[config.mk]
export PLATFORM = sky130hd
export DESIGN_NAME = usb_tx_scheduler
export DESIGN_NICKNAME = d
export VERILOG_FILES = /design/src/rtl/usb_tx_scheduler.sv
export SDC_FILE = /design/constraint.sdc
export NUM_CORES = 1
export LEC_CHECK = 0
export BUFFER_PORTS_ARGS = -buffer_cell sky130_fd_sc_hd__clkbuf_2
export CAP_MARGIN = 20
export CORE_ASPECT_RATIO = 0.5
export CORE_MARGIN = 3
export CORE_UTILIZATION = 47
export DETAILED_ROUTE_END_ITERATION = 10
export PLACE_DENSITY = 0.83
export REMOVE_ABC_BUFFERS = 1
export SLEW_MARGIN = 20
export SYNTH_ARGS = -nofsm -noshare
export SYNTH_HDL_FRONTEND = slang
export SYNTH_SLANG_ARGS = --single-unit
export TNS_END_PERCENT = 20
[constraint.sdc]
create_clock -name clock -period 1.7 [get_ports clock]
set_input_delay 0.17 -clock clock [delete_from_list [all_inputs] [get_ports clock]]
set_output_delay 0.17 -clock clock [all_outputs]
set_load 0.05 [all_outputs]
[src/rtl/usb_tx_scheduler.sv]
// rtl/usb_tx_scheduler.sv - arbitrates requesters onto the USB TX bit chain: SYNC, LSB-first payload, EOP
// Build option USB_TX_SCHED_PRIO_EN: fixed priority (lowest index wins) instead of round-robin.
module usb_tx_scheduler #(
    parameter int         NUM_REQ   = 2,
    parameter logic [7:0] SYNC_BYTE = 8'h80
) (
    input  logic                 clock,
    input  logic                 reset,
    input  logic [NUM_REQ-1:0]   req,
    input  logic [8*NUM_REQ-1:0] req_data,
    input  logic [NUM_REQ-1:0]   req_last,
    output logic [NUM_REQ-1:0]   byte_ack,
    output logic [NUM_REQ-1:0]   gnt,
    input  logic                 stall,
    output logic                 tx_bit,
    output logic                 tx_sending,
    output logic                 eop_se0,
    output logic                 eop_j,
    output logic                 busy
);

    localparam int IW = $clog2(NUM_REQ);

    localparam logic [2:0] ST_IDLE = 3'd0;
    localparam logic [2:0] ST_SYNC = 3'd1;
    localparam logic [2:0] ST_DATA = 3'd2;
    localparam logic [2:0] ST_EOP1 = 3'd3;
    localparam logic [2:0] ST_EOP2 = 3'd4;
    localparam logic [2:0] ST_EOPJ = 3'd5;

    logic [2:0]         state;
    logic [2:0]         cnt;
    logic [7:0]         shift;
    logic               last_flag;
    logic [IW-1:0]      gnt_idx;

    logic               win_found;
    logic [IW-1:0]      win_idx;
    logic [IW-1:0]      cand;
    logic [NUM_REQ-1:0] win_onehot;
    logic [7:0]         sel_data;
    logic               sel_last;
    logic               accept;
    logic               byte_done;

`ifndef USB_TX_SCHED_PRIO_EN
    logic [IW-1:0]      rr_ptr;
`endif

    // Search from the highest candidate down so the first match in search order is written last.
    always_comb begin
        win_found  = 1'b0;
        win_idx    = '0;
        cand       = '0;
        win_onehot = '0;
`ifdef USB_TX_SCHED_PRIO_EN
        for (int i = NUM_REQ - 1; i >= 0; i--) begin
            cand = IW'(i);
            if (req[cand]) begin
                win_found = 1'b1;
                win_idx   = cand;
            end
        end
`else
        for (int k = NUM_REQ - 1; k >= 0; k--) begin
            cand = IW'((int'(rr_ptr) + k) % NUM_REQ);
            if (req[cand]) begin
                win_found = 1'b1;
                win_idx   = cand;
            end
        end
`endif
        win_onehot[win_idx] = 1'b1;
    end

    assign sel_data  = req_data[{gnt_idx, 3'b000} +: 8];
    assign sel_last  = req_last[gnt_idx];
    assign accept    = tx_sending & ~stall;
    assign byte_done = accept & (cnt == 3'd7);

    always_comb begin
        tx_bit = 1'b0;
        if (state == ST_SYNC) begin
            tx_bit = SYNC_BYTE[cnt];
        end else if (state == ST_DATA) begin
            tx_bit = shift[0];
        end
    end

    always_ff @(posedge clock) begin
        if (reset) begin
            state      <= ST_IDLE;
            cnt        <= 3'd0;
            shift      <= 8'd0;
            last_flag  <= 1'b0;
            gnt_idx    <= '0;
            gnt        <= '0;
            byte_ack   <= '0;
            tx_sending <= 1'b0;
            eop_se0    <= 1'b0;
            eop_j      <= 1'b0;
            busy       <= 1'b0;
`ifndef USB_TX_SCHED_PRIO_EN
            rr_ptr     <= '0;
`endif
        end else begin
            byte_ack <= '0;
            case (state)
                ST_IDLE: begin
                    if (win_found) begin
                        state      <= ST_SYNC;
                        gnt        <= win_onehot;
                        gnt_idx    <= win_idx;
                        cnt        <= 3'd0;
                        tx_sending <= 1'b1;
                        busy       <= 1'b1;
`ifndef USB_TX_SCHED_PRIO_EN
                        rr_ptr     <= (win_idx == IW'(NUM_REQ - 1)) ? '0 : win_idx + IW'(1);
`endif
                    end
                end
                ST_SYNC: begin
                    if (byte_done) begin
                        shift     <= sel_data;
                        last_flag <= sel_last;
                        byte_ack  <= gnt;
                        cnt       <= 3'd0;
                        state     <= ST_DATA;
                    end else if (accept) begin
                        cnt <= cnt + 3'd1;
                    end
                end
                ST_DATA: begin
                    if (byte_done) begin
                        cnt <= 3'd0;
                        if (last_flag) begin
                            state      <= ST_EOP1;
                            tx_sending <= 1'b0;
                            eop_se0    <= 1'b1;
                        end else begin
                            shift     <= sel_data;
                            last_flag <= sel_last;
                            byte_ack  <= gnt;
                        end
                    end else if (accept) begin
                        shift <= {1'b0, shift[7:1]};
                        cnt   <= cnt + 3'd1;
                    end
                end
                ST_EOP1: begin
                    state <= ST_EOP2;
                end
                ST_EOP2: begin
                    state   <= ST_EOPJ;
                    eop_se0 <= 1'b0;
                    eop_j   <= 1'b1;
                end
                ST_EOPJ: begin
                    state <= ST_IDLE;
                    eop_j <= 1'b0;
                    gnt   <= '0;
                    busy  <= 1'b0;
                end
                default: begin
                    state      <= ST_IDLE;
                    gnt        <= '0;
                    tx_sending <= 1'b0;
                    eop_se0    <= 1'b0;
                    eop_j      <= 1'b0;
                    busy       <= 1'b0;
                end
            endcase
        end
    end

endmodule

[Word level (Yosys, flattened, before mapping)]
Memories as Yosys holds them, arrays and structs flattened. A register that Yosys moved wholly into a read port is not among the register bits.
Index checks and enable logic that the tools add are counted.
Operators by class
  $add $sub $neg: 3
  $lt $le $gt $ge: 6
  equal/unequal tests: 13
  shift operators: 1
  mux-type cells: 51
  bitwise gates (word level): 6
  reductions and logical operators: 17
Operators by type and width (number)
  $mux 8: 4
  $mux 3: 9
  $mux 1: 23
  $pmux 8 s2: 1
  $reduce_or 4->1: 4
  $shiftx 16x5->8: 1
  $pmux 3 s5: 1
  $reduce_and 4->1: 3
  $eq 3x3->1 const B: 3
  $reduce_and 3->1: 3
  $lt 1x2->1 const B: 4
  $mux 2: 4
  $ne 2x2->1 const B: 4
  $pmux 1 s2: 4
  $pmux 2 s2: 2
  $eq 3x2->1 const B: 2
  $ne 3x3->1 const B: 2
  $pmux 3 s2: 1
  $lt 3x4->1 const B: 1
  $not 1->1: 4
  $reduce_and 2->1: 2
  $reduce_bool 2->1: 2
  $add 3x1->3 const B: 1
  $eq 3x1->1 const B: 1
  9 further kinds: 11
Storage, ports and cells
  register bits after elaboration: 25
  memory bits (read-only): 8
  input port bits: 23
  logic and storage cells: 110
  memories kept: 1
Memory list
  (name not given): depth 8, width 1, read ports 1, clocked after Yosys merged registers in 1, write ports 0, RTL line 84  | tx_bit = SYNC_BYTE[cnt];

[Logic depth before layout (Yosys ltp)]
Gate-level depths: netlist of run 1.
  depth in word-level cells: 11
  depth in mapped cells: 6
  depth with buffers taken out: 6

[Worst setup path before layout of run 1]
OpenSTA, ideal clock, no wires.
  kind: reg2reg
  from: register tx_sending
  to: register shift[0]
  arrival time: 1.519 ns
  required time: 1.580 ns
  slack: 0.061 ns
  stages on the path, launching flop included: 5
  clock period less this slack: 1.639 ns
  path through: dfxtp_1 > nand3b_1 > nand3_1 > mux2i_1 > o2bb2ai_1
On the way
  word-level cells in the longest chain between the ends: 4
  elaborated cells between the ends (all ways): 8
  classes of those cells: 3 x eq/ne; 2 x mux; 2 x bitwise; 1 x reduce/logical
Ends and longest elaborated chain
  start: declaration: RTL line 16  | output logic tx_sending,
  start signal: assignment: RTL line 99  | tx_sending <= 1'b0;
  start signal: assignment: RTL line 115  | tx_sending <= 1'b1;
  start signal: assignment: RTL line 138  | tx_sending <= 1'b0;
  $and 1x1->1 (*): RTL line 78  | assign accept = tx_sending & ~stall;
  $and 1x1->1: RTL line 79  | assign byte_done = accept & (cnt == 3'd7);
  $ne 3x3->1 (no line), or another cell as far along
  $reduce_and 4->1 (no line) or $pmux 8 s2 (tied branches)
  end signal: assignment: RTL line 124  | shift <= sel_data;
  end signal: assignment: RTL line 141  | shift <= sel_data;
  end signal: assignment: RTL line 146  | shift <= {1'b0, shift[7:1]};
  end: declaration: RTL line 33  | logic [7:0] shift;
Mark *: on every way between the ends. The rest lies on a longest branch, timed or not.
A chain may end at the register's enable or synchronous reset.

[Final worst setup path of run 1]
  from: register cnt[0]
  to: register shift[6]
On the way
  word-level cells in the longest chain between the ends: 4
  elaborated cells between the ends (all ways): 8
  classes of those cells: 4 x eq/ne; 2 x mux; 1 x bitwise; 1 x reduce/logical
Ends and longest elaborated chain
  start: declaration: RTL line 32  | logic [2:0] cnt;
  start signal: assignment: RTL line 130  | cnt <= cnt + 3'd1;
  start signal: assignment: RTL line 147  | cnt <= cnt + 3'd1;
  $eq 3x3->1 (*): RTL line 79
  $and 1x1->1 (*): RTL line 79
  $ne 3x3->1 (no line), or another cell as far along
  $reduce_and 4->1 (no line) or $pmux 8 s2 (tied branches)
Marks and branches as above.

==> results of run 1 <==
layout make-up:
class	count	share of cell area
sequential	26	0.309
inverter	3	0.00666
multi-input combinational	110	0.481
timing repair buffer	41	0.143
tap	37	0.0274
clock buffer	4	0.0325
final timing paths:
check,cells past startpoint,slack (ns),startpoint,endpoint
worst max-delay path,7,0.1,cnt[0]$_SDFFE_PP0N_,shift[6]$_SDFFE_PP0P_
worst min-delay path,3,0.19,reset,state[1]$_SDFFE_PP0P_
worst min register to register,1,0.47,shift[1]$_SDFFE_PP0P_,shift[1]$_SDFFE_PP0P_
worst max register to register,7,0.1,cnt[0]$_SDFFE_PP0N_,shift[6]$_SDFFE_PP0P_
repair_timing:
action                     in CTS  in global routing
pin swaps                       0                  0
setup buffers                   0                  1
gates resized for setup         2                 10
setup endpoints to repair       3                 11
stage by stage:
step	TNS [ns]	setup WS [ns]
2_1_floorplan	-0.130	-0.130
3_3_place_gp	0	0.0987
3_5_place_dp	-0.0806	-0.0660
4_1_cts	-0.0423	-0.0241
5_1_grt	-0.0167	-0.0161
6_report	0	0.0984
state kept, by name, summed over array words and instances (netlist names), named ones only:
| register | flops |
|---|---|
| rr_ptr | 1 |
| eop_se0 | 1 |
| cnt | 3 |
| gnt | 2 |
| byte_ack | 2 |
| shift | 8 |
| last_flag | 1 |
| gnt_idx | 1 |
| tx_sending | 1 |
| state | 3 |
| eop_j | 1 |
| busy | 1 |
synth_stat cells, types with 2 or more instances:
| master | count | share of area |
|---|---|---|
| nor3_1 | 2 | 0.0073 |
| nor2_1 | 9 | 0.025 |
| nand3_1 | 6 | 0.022 |
| nand2_1 | 12 | 0.033 |
| or2_2 | 2 | 0.0091 |
| o21ai_0 | 4 | 0.015 |
| o2bb2ai_1 | 8 | 0.051 |
| mux2_2 | 9 | 0.074 |
| a21oi_1 | 10 | 0.037 |
| nor2b_1 | 2 | 0.0091 |
| clkbuf_1 | 3 | 0.0082 |
| inv_1 | 3 | 0.0082 |
| nand3b_1 | 2 | 0.011 |
| nand2b_1 | 6 | 0.027 |
| a2bb2oi_1 | 2 | 0.013 |
| mux2i_1 | 8 | 0.059 |
| ha_1 | 2 | 0.018 |
| a21o_1 | 2 | 0.011 |
| dfxtp_1 | 26 | 0.38 |
| buf_6 | 3 | 0.025 |
| and3_1 | 3 | 0.014 |
power groups by stage:
stage | sequential [mW] | clock, mW | combinational, mW
floorplan | 0.683 | 0 | 0.0956
global placement | 0.656 | 0 | 0.195
detailed placement | 0.657 | 0 | 0.200
CTS | 0.643 | 0.411 | 0.201
global route | 0.646 | 0.423 | 0.224
finish | 0.643 | 0.401 | 0.204
layer usage:
metal  GRT usage  up-vias  share of wire
li1            -      611              -
met4      0.0464        0         0.0055
met2       0.320       39           0.50
met5           0        -              0
met3      0.0366        2          0.059
met1       0.226      561           0.43
cell families after synthesis:
logic type,count (synthesis),share of synthesized area
flip-flops,26,0.381
AND/OR/NAND/NOR,50,0.190
AO/OA/AOI/OAI,40,0.221
buffers and inverters,11,0.0503
XOR/XNOR,1,0.00641
multiplexers,17,0.133
adder cells (fa/ha/maj),2,0.0183
critical path: cells and delay by family, from the launching register on:
kind	cells	cell delay, ns
buffers and inverters	1	0.14
DFF	1	0.36
AOI/OAI and AO/OA	1	0.11
adders and majority gates	2	0.35
muxes	1	0.23
and+or+nand+nor	2	0.29
==> qor.csv, run 1 <==
metric,value,unit
status,finished clean,
total grt overflow,0,
Pre-antenna DRT Iters,4,
Main synth FF type,dfxtp_1,
Sw Ratio,0.259,
# fillers,221,
"commonest non-fill, non-tap cell in the layout",clkbuf_2,
register area,523,um2
drt drc,0,
Overall Global Routing Usage,0.181,
post-synthesis async set-or-reset flop share,0,
fin crit share,0.942,
post-DP HPWL,2360,um
Leak,0.742,nW
CP max-delay cell,dfxtp_2,
die area,3630,um2
worst-path fanout max,8,
Cells after Synth,147,
htree depth,1,
clock power share,0.321,
Worst Setup Start Kind,register,
DP Cell Count,216,
#FFs+latches synth,26,
Avg WL per Cell,14.0,um
Netlist cell types,44,
IO Count,32,
Setup Skew,0.00715,ns
synthesized cell area,1370,um2
total power,1.25,mW
number of global-route vias before repair,1176,
CTS root buf,clkbuf_8,
Gate power share,0.163,
Area growth syn-to-layout,23.7,%
final setup vio count,0,
final wirelength,3100,um
maximum clock path buffer count,2,
largest net degree at the start of global routing,20,
area of the core,2680,um2
antenna violations before repair,0,
Die H,44.1,um
register area share after synthesis,0.381,
CTS buffer count,3,
hold crit path type,input pin to register,
Layout Cell Area excl Fill,1690,um2
relative slew slack,0.723,
pins over their slew limit,0,
row cnt,13,
syn_area_per_cell,9.30,um2
Post-CTS Hold Buffers,0,
Least-Margin Pin Slew,0.412,ns
Initial Utilization,0.510,
WP data arrival,1.75,ns
first-pass GRT wire length,5070,um
CTS sink cnt,26,
clk slew on worst S/H paths,0.09,ns
Iteration-0 DRC Markers,112,
layout cell share with drive strength beyond 1,0.375,
port bufs,31,
internal power,0.925,mW
Nets,210,
DR vias,1213,
WHS,0.187,ns
worst path required time,1.85,ns
max-cap violation count,0,
ant diodes,0,
crit-path cells,"ha_2, ha_4, nand3b_1, nand3_2, buf_12, mux2i_2, o2bb2ai_1",
kind of critical path,register to register,
slowest cell delay on critical path,0.36,ns
worst skew pair latency,0.28,ns
CTS tree,yes,
number of synthesized flops with an enable pin,0,
CP Capture Type,register,
minimum clock period,1.60,ns
total power per unit cell area,738,nW/um2
ANT nets after route,0,
Placed Area,1590,um2
Switching Power,0.323,mW
most frequent cells in the layout,"clkbuf_2 (30), dfxtp_1 (24), nand2_1 (12)",
Seq pwr share,0.515,
YS warnings,0,
routability congestion estimate,0.859,
Die X,82.3,um
DR vias/cell,5.49,
final std cells w/o fill,221,
area occupied by multi-input gates,813,um2
worst ir drop on vdd,0.351,mV
Fin. Hold Viols,0,
fmax,0.624,GHz
Util after Layout,0.630,
(Power assumes the default switching activity.)
==> run 2: changes to the inputs <==
CORE_UTILIZATION = 50   (was 47)
CTS_BUF_LIST = sky130_fd_sc_hd__clkbuf_4 sky130_fd_sc_hd__clkbuf_8   (was unset)
PLACE_DENSITY = 0.87   (was 0.83)
==> qor.csv, run 2 (same netlist as run 1, synthesis figures left out) <==
metric,value,unit,change
met2 Usage GRT,0.291,,-0.0289
hold crit path type,input pin to register,,
worst path required time,1.87,ns,+0.02 ns
antenna violations before repair,0,,unchanged
CTS tree,yes,,
routability congestion estimate,0.950,,+11%
clk slew on worst S/H paths,0.09,ns,about the same
htree depth,1,,unchanged
CTS sink cnt,26,,unchanged
Initial Utilization,0.569,,+0.0597
Overall Global Routing Usage,0.186,,+0.00566
area of the core,2400,um2,-10%
die area,3440,um2,-5.4%
R2R setup slack,0.06,ns,-0.04 ns
number of global-route vias before repair,1088,,-7.5%
kind of critical path,register to register,,
Leak,0.736,nW,-0.84%
Fin. Hold Viols,0,,unchanged
Top reg by flops,shift,,
status,finished clean,,
Util after Layout,0.697,,+0.0666
"commonest non-fill, non-tap cell in the layout",clkbuf_2,,
Place WS,-0.0127,ns,+0.0533 ns
Worst Setup Start Kind,register,,
Avg WL per Cell,14.0,um,about the same
WP data arrival,1.81,ns,+0.06 ns
layout cell share with drive strength beyond 1,0.359,,-0.0159
total grt overflow,0,,unchanged
Die H,43.0,um,-2.6%
Top Registers,"shift (8), cnt (3), state (3)",,
post-DP HPWL,2250,um,-4.8%
first-pass GRT wire length,4930,um,-2.7%
global route hottest layer,met2,,
maximum clock path buffer count,2,,unchanged
CTS root buf,clkbuf_8,,
FF-to-FF Start,cnt[1]$_SDFFE_PP0N_,,
row cnt,12,,-1
DR vias/cell,5.55,,+1.1%
Nets,207,,-1.4%
pins over their slew limit,0,,unchanged
Least-Margin Pin Slew,0.474,ns,+0.0624 ns
Area growth syn-to-layout,22.4,%,
port bufs,31,,unchanged
max-cap violation count,0,,unchanged
IO Count,32,,unchanged
fmax,0.608,GHz,-2.6%
minimum clock period,1.64,ns,+0.0425 ns
most frequent cells in the layout,"clkbuf_2 (30), dfxtp_1 (23), nand2_1 (12)",,
final wirelength,3030,um,-2.3%
Die X,80.0,um,-2.8%
DR vias,1199,,-1.2%
CP Capture Type,register,,
Pre-antenna DRT Iters,4,,unchanged
total power per unit cell area,743,nW/um2,+0.68%
worst ir drop on vdd,0.603,mV,+72%
Hold Path Stages,3,,unchanged
fin crit share,0.967,,+0.0250
R2R depth,6,,-1
Iteration-0 DRC Markers,75,,-33%
worst skew pair latency,0.27,ns,about the same
relative slew slack,0.683,,-0.0395
final setup vio count,0,,unchanged
largest net degree at the start of global routing,20,,unchanged
Setup Skew,0.00181,ns,-0.00534 ns
GRT met1 Usage,0.242,,+0.0161
ANT nets after route,0,,unchanged
max reg flops,8,,unchanged
Final WS setup,0.0559,ns,-0.0425 ns
drt drc,0,,unchanged
HP Start,reset,,
met3 GRT Util,0.0614,,+0.0249
Reg-to-Reg End,tx_sending$_SDFFE_PP0P_,,
ant diodes,0,,unchanged
hold path endpoint,state[1]$_SDFFE_PP0P_,,
worst-path fanout max,5,,-3
CTS buffer count,3,,unchanged
==> run 2: cell types whose count changed in the layout (fill, tap and decap cells not counted), sizes merged <==
| cell | delta |
|---|---|
| buf | -4 |
| clkbuf | +1 |
==> run 2: layer usage <==
| layer | routed length [um] | share of wire |
|---|---|---|
| met1 | 1440 | 0.48 |
| met5 | 0 | 0 |
| met2 | 1410 | 0.47 |
| met3 | 140 | 0.046 |
| met4 | 34 | 0.011 |
==> run 2: where the power goes <==
group / internal (mW) / total, mW / switching (mW)
clock network: 0.207 / 0.403 / 0.196
registers: 0.623 / 0.649 / 0.0255
logic: 0.0872 / 0.192 / 0.105
==> run 2: per-stage QoR <==
| step | setup TNS, ns | power, mW | hold WS (ns) | instances | instance area (um2) |
|---|---|---|---|---|---|
| 4_1_cts | 0 | 1.25 | 0.200 | 215 | 1630 |
| 5_1_grt | -0.127 | 1.30 | 0.213 | 216 | 1670 |
| 3_3_place_gp | 0 | 0.844 | 0.447 | 211 | 1570 |
| 6_report | 0 | 1.24 | 0.201 | 216 | 1670 |
| 3_5_place_dp | -0.0127 | 0.850 | 0.453 | 211 | 1570 |
| 2_1_floorplan | -0.130 | 0.778 | 0.239 | 139 | 1310 |
==> run 2: area by class of cell <==
| cell class | instances | area (um2) |
|---|---|---|
| multi-input combinational | 110 | 815 |
| fill | 197 | 728 |
| sequential | 26 | 527 |
| timing repair buffer | 38 | 223 |
| clock buffer | 4 | 55.1 |
| tap | 35 | 43.8 |
| inverter | 3 | 11.3 |
==> run 2: what timing repair did <==
item	in CTS	in global routing
pin swaps	0	2
hold buffers	0	0
gates cloned	0	0
hold endpoints to repair	0	0
setup buffers	0	1
gates resized for setup	6	8
endpoints found under the setup margin	3	10
==> run 2: how the worst max path moves through the flow <==
stage / slack [ns] / depth (start not counted) / from / end
after CTS: 0.001 / 6 / cnt[0]$_SDFFE_PP0N_ / tx_sending$_SDFFE_PP0P_
final: 0.06 / 6 / cnt[1]$_SDFFE_PP0N_ / tx_sending$_SDFFE_PP0P_
after detailed placement: -0.01 / 6 / cnt[0]$_SDFFE_PP0N_ / tx_sending$_SDFFE_PP0P_
after global routing: -0.04 / 6 / cnt[1]$_SDFFE_PP0N_ / tx_sending$_SDFFE_PP0P_
after floorplan: -0.13 / 3 / state[1]$_SDFFE_PP0P_ / tx_bit
after global placement: 0.1 / 6 / cnt[0]$_SDFFE_PP0N_ / tx_sending$_SDFFE_PP0P_
==> run 2: critical path, stage by stage (launching register included) <==
cell and delay, ns:
dfxtp_1 0.37, ha_1 0.17, ha_2 0.22, nand3b_1 0.20
a2111oi_4 0.37, o22a_1 0.17, nor2_1 0.04
